[config.mk]
export PLATFORM = sky130hd
export DESIGN_NAME = hazard_forward_unit
export DESIGN_NICKNAME = d
export VERILOG_FILES = /design/src/rtl/pipe_pkg.sv /design/src/rtl/inst_reg_decode.sv /design/src/rtl/hazard_forward_unit.sv
export SDC_FILE = /design/constraint.sdc
export NUM_CORES = 1
export LEC_CHECK = 0
export CAP_MARGIN = 20
export CORE_UTILIZATION = 37
export DETAILED_ROUTE_END_ITERATION = 16
export GPL_TIMING_DRIVEN = 0
export PLACE_DENSITY = 0.84
export SLEW_MARGIN = 20
export SYNTH_ARGS = -nofsm -noshare
export SYNTH_HDL_FRONTEND = slang
export SYNTH_SLANG_ARGS = --single-unit
[constraint.sdc]
create_clock -name clk -period 1.5 [get_ports clk]
set_input_delay 0.225 -clock clk [delete_from_list [all_inputs] [get_ports clk]]
set_output_delay 0.225 -clock clk [all_outputs]
set_load 0.01 [all_outputs]
[src/rtl/pipe_pkg.sv]
// pipe_pkg
//   Shared definitions for the 5-stage RV32I/RV32E pipeline control logic.
//   - opcode constants: inst[6:2] values of the base integer opcodes
//   - FWD_* codes: operand select driven to the EX-stage operand muxes
//   - stage_t: one entry of the hazard unit's shadow pipeline
//   - src_hit / fwd_select: the per-stage match rule and the
//     youngest-producer-wins priority encoder
package pipe_pkg;

  localparam logic [4:0] I_LOAD     = 5'b00000;
  localparam logic [4:0] I_CAL      = 5'b00100;
  localparam logic [4:0] AUIPC_TYPE = 5'b00101;
  localparam logic [4:0] S_TYPE     = 5'b01000;
  localparam logic [4:0] R_TYPE     = 5'b01100;
  localparam logic [4:0] LUI_TYPE   = 5'b01101;
  localparam logic [4:0] B_TYPE     = 5'b11000;
  localparam logic [4:0] JALR_TYPE  = 5'b11001;
  localparam logic [4:0] JAL_TYPE   = 5'b11011;

  // operand select codes seen by the EX stage
  localparam logic [1:0] FWD_RF   = 2'd0;  // register file value
  localparam logic [1:0] FWD_MEM  = 2'd1;  // result currently in MEM
  localparam logic [1:0] FWD_WB   = 2'd2;  // result currently in WB
  localparam logic [1:0] FWD_HELD = 2'd3;  // WB value held after retirement

  // Register numbers are stored at full RV32I width; RV32E configurations
  // zero-extend so both share one entry layout.
  localparam int RD_W = 5;

  typedef struct packed {
    logic            v;
    logic [RD_W-1:0] rd;
    logic            we;
    logic            ld;
  } stage_t;

  localparam stage_t STAGE_BUBBLE = '{v: 1'b0, rd: '0, we: 1'b0, ld: 1'b0};

  // A source depends on a stage only if it is actually read, the stage holds
  // a real register writer, and the register is not x0.
  function automatic logic src_hit(input logic re, input logic [RD_W-1:0] rs,
                                   input stage_t s);
    return re && s.v && s.we && (s.rd == rs) && (rs != '0);
  endfunction

  // hit[0] = EX, hit[1] = MEM, hit[2] = WB; the youngest producer is the
  // architecturally correct value when several stages write the same rd.
  function automatic logic [1:0] fwd_select(input logic [2:0] hit,
                                            input logic wb_bypass);
    logic [1:0] code;
    code = FWD_RF;
    if (hit[0])      code = FWD_MEM;
    else if (hit[1]) code = FWD_WB;
    else if (hit[2]) code = wb_bypass ? FWD_RF : FWD_HELD;
    return code;
  endfunction

endpackage

[src/rtl/inst_reg_decode.sv]
// inst_reg_decode
//   Combinational register-usage decode of the instruction in ID.
//   Ports:
//     inst       in   32      instruction word
//     rs1, rs2   out  REG_AW  source register fields inst[15+:], inst[20+:]
//     rd         out  REG_AW  destination field inst[7+:]
//     re1, re2   out  1       source register actually read
//     we         out  1       instruction writes rd
//     ld         out  1       instruction is a load (result late in MEM)
//   Register fields are passed through unconditionally; only the enables
//   depend on the opcode. Anything that is not a 32-bit encoding
//   (inst[1:0] != 2'b11) or not a known opcode reads and writes nothing.
module inst_reg_decode
  import pipe_pkg::*;
#(
  parameter int REG_AW = 5
) (
  input  logic [31:0]       inst,
  output logic [REG_AW-1:0] rs1,
  output logic [REG_AW-1:0] rs2,
  output logic [REG_AW-1:0] rd,
  output logic              re1,
  output logic              re2,
  output logic              we,
  output logic              ld
);

  assign rs1 = inst[15 +: REG_AW];
  assign rs2 = inst[20 +: REG_AW];
  assign rd  = inst[7 +: REG_AW];

  always_comb begin
    re1 = 1'b0;
    re2 = 1'b0;
    we  = 1'b0;
    ld  = 1'b0;
    if (inst[1:0] == 2'b11) begin
      case (inst[6:2])
        R_TYPE: begin
          re1 = 1'b1;
          re2 = 1'b1;
          we  = 1'b1;
        end
        I_CAL: begin
          re1 = 1'b1;
          we  = 1'b1;
        end
        I_LOAD: begin
          re1 = 1'b1;
          we  = 1'b1;
          ld  = 1'b1;
        end
        S_TYPE, B_TYPE: begin
          re1 = 1'b1;
          re2 = 1'b1;
        end
        LUI_TYPE, AUIPC_TYPE, JAL_TYPE: begin
          we = 1'b1;
        end
        JALR_TYPE: begin
          re1 = 1'b1;
          we  = 1'b1;
        end
        default: ;
      endcase
    end
  end

endmodule

[src/rtl/hazard_forward_unit.sv]
// hazard_forward_unit
//   Register hazard unit between ID and the ID/EX register of the 5-stage
//   RV32I/RV32E pipeline. Keeps a shadow copy of the destination writes of
//   the instructions in EX, MEM and WB, requests a one-cycle stall on a
//   load-use dependency, and registers the operand forward selects that the
//   datapath applies once the ID instruction reaches EX.
//   Parameters:
//     REG_AW     register address width (5 = RV32I, 4 = RV32E)
//     WB_BYPASS  1 = register file writes through, WB producers need no forward
//     HAZARD_EN  0 = stall tied low, forwarding unaffected
//   Ports:
//     clk, rst_n           clock; synchronous active-low reset
//     id_inst, id_valid    instruction in ID and its valid flag
//     hold                 global freeze, all state held
//     flush                redirect from EX, kills the ID instruction
//     rs1, rs2, re1, re2   decoded sources of the ID instruction (comb)
//     stall                load-use stall request (comb)
//     ex_fwd_a, ex_fwd_b   registered operand selects for the EX instruction
//     ex_valid             EX holds a real instruction
module hazard_forward_unit
  import pipe_pkg::*;
#(
  parameter int REG_AW    = 5,
  parameter int WB_BYPASS = 1,
  parameter int HAZARD_EN = 1
) (
  input  logic              clk,
  input  logic              rst_n,
  input  logic [31:0]       id_inst,
  input  logic              id_valid,
  input  logic              hold,
  input  logic              flush,
  output logic [REG_AW-1:0] rs1,
  output logic [REG_AW-1:0] rs2,
  output logic              re1,
  output logic              re2,
  output logic              stall,
  output logic [1:0]        ex_fwd_a,
  output logic [1:0]        ex_fwd_b,
  output logic              ex_valid
);

  localparam logic HZ_ON  = (HAZARD_EN != 0);
  localparam logic BYP_ON = (WB_BYPASS != 0);

  logic [REG_AW-1:0] id_rd;
  logic              id_we;
  logic              id_ld;

  inst_reg_decode #(
    .REG_AW (REG_AW)
  ) u_decode (
    .inst (id_inst),
    .rs1  (rs1),
    .rs2  (rs2),
    .rd   (id_rd),
    .re1  (re1),
    .re2  (re2),
    .we   (id_we),
    .ld   (id_ld)
  );

  // shadow pipeline: s0 = EX, s1 = MEM, s2 = WB
  stage_t s0, s1, s2;

  logic [RD_W-1:0] rs1_x, rs2_x, rd_x;
  logic [2:0]      hit_a, hit_b;
  logic            load_use;
  logic            issue;
  logic [1:0]      fwd_a_nxt, fwd_b_nxt;
  stage_t          id_entry;

  always_comb begin
    rs1_x = '0;
    rs2_x = '0;
    rd_x  = '0;
    rs1_x[REG_AW-1:0] = rs1;
    rs2_x[REG_AW-1:0] = rs2;
    rd_x[REG_AW-1:0]  = id_rd;
  end

  always_comb begin
    hit_a[0] = src_hit(re1, rs1_x, s0);
    hit_a[1] = src_hit(re1, rs1_x, s1);
    hit_a[2] = src_hit(re1, rs1_x, s2);
    hit_b[0] = src_hit(re2, rs2_x, s0);
    hit_b[1] = src_hit(re2, rs2_x, s1);
    hit_b[2] = src_hit(re2, rs2_x, s2);
  end

  // A load in EX has no result until the end of MEM, so a consumer directly
  // behind it must wait one cycle; afterwards the load sits in MEM and the
  // normal WB-result forward covers it.
  assign load_use = (hit_a[0] || hit_b[0]) && s0.ld;

  // flush wins over stall: the killed instruction must not hold up ID
  assign stall = HZ_ON && id_valid && !flush && load_use;
  assign issue = id_valid && !stall && !flush;

  // hit vectors already include re, so a source that is not read gets 0
  assign fwd_a_nxt = fwd_select(hit_a, BYP_ON);
  assign fwd_b_nxt = fwd_select(hit_b, BYP_ON);

  assign id_entry = '{v: 1'b1, rd: rd_x, we: id_we, ld: id_ld};

  always_ff @(posedge clk) begin
    if (!rst_n) begin
      s0       <= STAGE_BUBBLE;
      s1       <= STAGE_BUBBLE;
      s2       <= STAGE_BUBBLE;
      ex_fwd_a <= FWD_RF;
      ex_fwd_b <= FWD_RF;
      ex_valid <= 1'b0;
    end else if (!hold) begin
      s2       <= s1;
      s1       <= s0;
      s0       <= issue ? id_entry : STAGE_BUBBLE;
      ex_fwd_a <= issue ? fwd_a_nxt : FWD_RF;
      ex_fwd_b <= issue ? fwd_b_nxt : FWD_RF;
      ex_valid <= issue;
    end
  end

endmodule

* Word level (Yosys, flattened, before mapping)
Index checks and enable logic that the tools add are counted.
Widths: inputs -> output; s select.
** Operators by class
- Equality and inequality tests :: 13
- Mux-type cells :: 15
- Reductions and logical operators :: 30
** Operator list (count)
- $logic_and 1x1->1 :: 21
- $eq 5x5->1 :: 4
- $eq 5x4->1 const B :: 3
- $eq 5x5->1 const B :: 3
- $mux 2 :: 6
- $eq 5x3->1 const B :: 2
- $reduce_bool 5->1 :: 2
- $mux 1 :: 8
- $mux 8 :: 1
- $reduce_or 7->1 :: 1
- $reduce_or 6->1 :: 1
- $logic_not 5->1 :: 1
- $reduce_or 3->1 :: 1
- $eq 2x2->1 const B :: 1
- $logic_not 1->1 :: 2
- $logic_or 1x1->1 :: 1
** Word-level totals
- Flip-flop bits (word level) :: 20
- Input bits :: 37
- Logic and storage cells :: 68

* Longest topological paths before layout
Gate-level depths: netlist of run 1.
- Word-level depth :: 15
- Depth in mapped cells :: 7

* Cells and area by module
Synthesis of run 1 repeated with hierarchy kept, for this count alone.
** Unflattened totals
- Cells, all modules :: 142
- Area total of the unflattened synthesis :: 1292.5 sq um
** Modules (own cells, without submodules)
- hazard_forward_unit :: times used 1, cells an instance 116, area each 1082.3 sq um, seq. area each 380.4 sq um
- inst_reg_decode :: times used 1, cells an instance 26, area each 210.2 sq um, seq. area each 0.0 sq um

* Least setup slack after synthesis of run 1
No wires, ideal clock.
- Path kind :: register to output
- Start point :: register s0[3] (netlist bit)
- End point :: output stall
- Data arrival time :: 1541 ps
- Setup slack :: -266 ps
- Cell stages (with the launch flop) :: 6
- Path buffers :: 0
- Path through :: dfxtp_1 > xnor2_1 > nand4_1 > nor4_2 > o21ai_4 > nor3b_1
** Between the ends
- Longest elaborated chain between the ends :: 6
** RTL lines
- start: declaration :: RTL line hazard_forward_unit.sv:64 : stage_t s0, s1, s2;
- start signal: assignment :: RTL line hazard_forward_unit.sv:117 : s0 <= issue ? id_entry : STAGE_BUBBLE;
- $eq 5x5->1 :: RTL line pipe_pkg.sv:43 : return re && s.v && s.we && (s.rd == rs) && (rs != '0);
- $logic_and 1x1->1 (2 in series) :: RTL line pipe_pkg.sv:43
- $logic_or 1x1->1 * :: RTL line hazard_forward_unit.sv:94 : assign load_use = (hit_a[0] || hit_b[0]) && s0.ld;
- $logic_and 1x1->1 * :: RTL line hazard_forward_unit.sv:94
- $logic_and 1x1->1 * :: RTL line hazard_forward_unit.sv:97 : assign stall = HZ_ON && id_valid && !flush && load_use;
- end: declaration :: RTL line hazard_forward_unit.sv:37 : output logic stall,
Mark *: on every way between the ends. The rest lies on a longest branch, timed or not.

* Worst setup path in the final report of run 1
Ends and elaborated chain as after synthesis.

==> results of run 1 <==
-- layer usage --
metal | wire, um | part of all wire, % | vias up
li1 | - | - | 556
met1 | 1430 | 42 | 562
met2 | 1760 | 52 | 36
met3 | 115 | 3.4 | 8
met4 | 64 | 1.9 | 0
met5 | 0 | 0 | -
-- area by class of cell --
cell class	count	area, um^2
fill	266	1150
multi-input combinational	86	821
clock buffer	4	26.3
buffer	13	97.6
tap	44	55.1
timing repair buffer	57	499
inverter	2	7.51
sequential	19	398
-- critical path, cell delays in order, from the launching register on --
cell and delay (ps):
dfxtp_4 380, xnor2_2 130, nand4_1 190, nor4_4 370, o21ai_4 110, nor3b_2 160
buf_2 150
-- logic make-up after synthesis --
kind of cell	count (synthesis)	synth area share (%)
multiplexers	7	5.88
AO/OA/AOI/OAI	20	15.9
AND/OR/NAND/NOR	39	22.8
buffers and inverters	15	8.82
flip-flops	19	31.9
XOR/XNOR	20	14.7
-- power by group through the flow --
stage / registers, mW / logic (mW) / clock network [mW]
floorplan: 0.529 / 0.103 / 0
global placement: 0.531 / 0.229 / 0
detailed placement: 0.532 / 0.238 / 0
CTS: 0.515 / 0.248 / 0.253
global route: 0.517 / 0.272 / 0.274
finish: 0.516 / 0.255 / 0.245
-- flip-flops by register name (all words and copies together), names as in the netlist --
name,count
s0,7
s1,7
ex_fwd_a,2
ex_fwd_b,2
ex_valid,1
-- cell usage after synthesis, drive strengths merged --
library cell  number
xnor2              9
nand2              6
dfxtp             19
buf               12
clkbuf             1
o311a              2
nand4              2
nor4bb             1
o211ai             1
nor2               4
xor2              11
nor3b              1
a22o               5
o21ai              2
nor3               1
or4                2
and2               2
a32o               5
nand4b             1
and3b              1
a21boi             1
nor2b              8
a21oi              1
nand3              3
o2111ai            1
nor4               6
and4bb             1
inv                2
mux2i              7
a21bo              2
-- layout by cell type, fill, tap and decap left out, types with 2 or more instances in the layout --
cell / Yosys / layout
nand3_1: 2 / 2
buf_2: 0 / 5
nand2_1: 6 / 6
or4_4: 2 / 2
dfxtp_4: 0 / 4
and2_1: 2 / 2
clkdlybuf4s50_1: 0 / 22
clkbuf_4: 0 / 3
buf_4: 11 / 23
dlygate4sd2_1: 0 / 9
nor2b_1: 8 / 8
xnor2_2: 0 / 7
a21bo_1: 2 / 2
nor4_4: 0 / 2
a22o_1: 5 / 5
dfxtp_1: 19 / 13
nor4_1: 3 / 2
buf_6: 1 / 4
clkbuf_2: 0 / 2
xnor2_1: 9 / 2
nor2_1: 3 / 2
mux2i_1: 7 / 7
a32o_1: 5 / 5
nand4_1: 2 / 2
dfxtp_2: 0 / 2
o311a_1: 2 / 2
clkdlybuf4s15_1: 0 / 3
nor4_2: 3 / 2
clkbuf_1: 1 / 2
xor2_1: 11 / 11
-- what timing repair did --
item / in CTS / in global routing
hold buffers: 0 / 0
resized for setup: 66 / 11
pin swaps: 15 / 16
endpoints found under the setup margin: 26 / 15
setup buffers: 14 / 1
endpoints found under the hold margin: 0 / 0
-- per-stage QoR --
step	total power [mW]	hold WS [ps]
floorplan	0.632	353
global placement	0.760	466
detailed placement	0.769	470
CTS	1.02	280
global route	1.06	288
finish	1.02	289
-- how the worst max path moves through the flow --
| stage | start | endpoint | slack, ps | cells after the start |
|---|---|---|---|---|
| after floorplan | s0[2] | stall | -90 | 5 |
| final | s0[3] | stall | -510 | 6 |
| after global routing | s0[3] | stall | -590 | 6 |
| after CTS | s0[4] | stall | -550 | 6 |
| after global placement | id_inst[15] | stall | -1180 | 7 |
| after detailed placement | id_inst[15] | stall | -1210 | 7 |
==> reports/results.tsv, run 1 <==
stage	metric	value	unit
sta	fmax	0.499	GHz
pwr	internal power	0.755	mW
logic_synthesis	top post-synthesis cells by area	dfxtp_1 (32%), xor2_1 (8.1%), buf_4 (6.9%)	
pwr	Reg power frac	50.8	%
run_status	status	complete, but fails checks	
job	max_cap viols	0	
setup_path	crit path max fanout	3	
cells_and_area	layout net count	219	
logic_synthesis	sequential-to-total area share from yosys stat	31.9	%
floorplanning	row count	20	
cells_and_area	Final Util	62.4	%
setup_path	crit end category	output pin	
logic_synthesis	top cell type's share of synthesized area	31.9	%
sta	Final Hold Fails	0	
hold_path	Worst Hold End	s1[3]	
grt	grt ovf	0	
pwr	pwr dens	533	nW/um^2
pwr	combinational fraction of design power	25.1	%
cts	clock tree buffer depth	2	
sta	Setup-failing EPs final	12	
placed_design	GP Congestion	0.805	
grt	All-Layer GR Usage	20.1	%
logic_synthesis	Synth Instances	120	
placed_design	port bufs	43	
sta	crit share post-route	134	%
cts	Worst-path clk slew	100	ps
cells_and_area	P&R area growth vs syn	59.9	%
floorplanning	num ports	55	
cts	total clock buffers created by CTS	3	
setup_path	Reg2Reg Launch Point	s0[3]	
detailed_routing	Vias per Instance	5.16	
setup_path	crit path DAT	1780	ps
pwr	NetSw	0.260	mW
detailed_routing	WL per Instance	15.0	um
floorplanning	total core area	3050	um^2
hold_path	Worst Hold Depth	3	
grt	first-pass GRT wire length	5250	um
grt	routing usage on met3	1.76	%
cells_and_area	antenna cells	0	
hold_path	HP Class	input pin to flop	
cts	clock root cell	clkbuf_4	
sta	worst slew pin tran	433	ps
logic_synthesis	#FFs+latches synth	19	
grt	GRT busiest layer	met2	
pwr	clock share of power	24.1	%
placed_design	pre-CTS setup slack	-1210	ps
floorplanning	die width	58.7	um
grt	pin count of the biggest net entering global routing	11	
run_status	violated checks	setup timing	
logic_synthesis	area leader, netlist	dfxtp_1	
setup_path	r2r endpoint	s0[3]	
setup_path	reg2reg setup slack	-290	ps
floorplanning	Die Y-Extent	58.7	um
detailed_routing	drt drc	0	
floorplanning	initial core utilization	39.0	%
sta	Fin Setup TNS	-2750	ps
setup_path	Worst EP required	1270	ps
grt	initial antenna violation count	0	
sta	Slew HR	71.1	%
sta	clock skew	0.612	ps
pwr	leak pwr	0.789	nW
sta	fin. max-slew vios	0	
cts	worst skew pair latency	280	ps
logic_synthesis	Post-Syn Area per Cell	9.93	um^2
logic_synthesis	area of the mapped netlist	1190	um^2
grt	vias in the first global route	1163	
detailed_routing	drt initial violations	27	
setup_path	Register-to-Register Path Depth	7	
cts	CTS tree	done	
placed_design	placed instance area	1700	um^2
floorplanning	Die ar.	3450	um^2
hold_path	HP Start	hold	
sta	unrepaired setup endpoints after global routing	yes	
cells_and_area	fraction of layout cells with a size suffix above 1	37.6	%
logic_synthesis	Post-Syn Nets	157	
grt	M1 GR Usage	25.2	%
placed_design	Post-Place Cells	207	
grt	M2 GR Usage	36.2	%
pwr	VDD IR max	0.543	mV
sta	crit path time final	2010	ps
setup_path	Setup CP Type	flop to output pin	
cts	H-tree level count	1	
detailed_routing	detailed-route via count	1162	
detailed_routing	WL final	3370	um
cells_and_area	non-filler cells, final	225	
setup_path	Setup crit start kind	flop	
sta	final worst slack	-505	ps
pwr	sw frac	25.7	%
placed_design	dpl hpwl	2460	um
cts	clk sinks	19	
logic_synthesis	Synth warnings	0	
detailed_routing	DR pass1 iterations	4	
cells_and_area	fin area	1900	um^2
logic_synthesis	count of different cell masters after synthesis	35	
detailed_routing	Post-DRT Antenna Nets	0	
Note: power is estimated with default switching activity, not from simulation.
==> run 2: changes to the inputs <==
--- a/config.mk
+++ b/config.mk
@@ -5,12 +5,10 @@
 export SDC_FILE = /design/constraint.sdc
 export NUM_CORES = 1
 export LEC_CHECK = 0
-export CAP_MARGIN = 20
 export CORE_UTILIZATION = 37
 export DETAILED_ROUTE_END_ITERATION = 16
 export GPL_TIMING_DRIVEN = 0
 export PLACE_DENSITY = 0.84
-export SLEW_MARGIN = 20
 export SYNTH_ARGS = -nofsm -noshare
 export SYNTH_HDL_FRONTEND = slang
 export SYNTH_SLANG_ARGS = --single-unit
==> results of run 2 <==
The final DEF is identical to that of run 1; final timing and power are the same.
==> run 3: changes to the inputs <==
--- a/config.mk
+++ b/config.mk
@@ -5,6 +5,7 @@
 export SDC_FILE = /design/constraint.sdc
 export NUM_CORES = 1
 export LEC_CHECK = 0
+export ABC_AREA = 0
 export CORE_UTILIZATION = 37
 export DETAILED_ROUTE_END_ITERATION = 16
 export GPL_TIMING_DRIVEN = 0
==> results of run 3 <==
The final DEF is identical to that of run 1; final timing and power are the same.
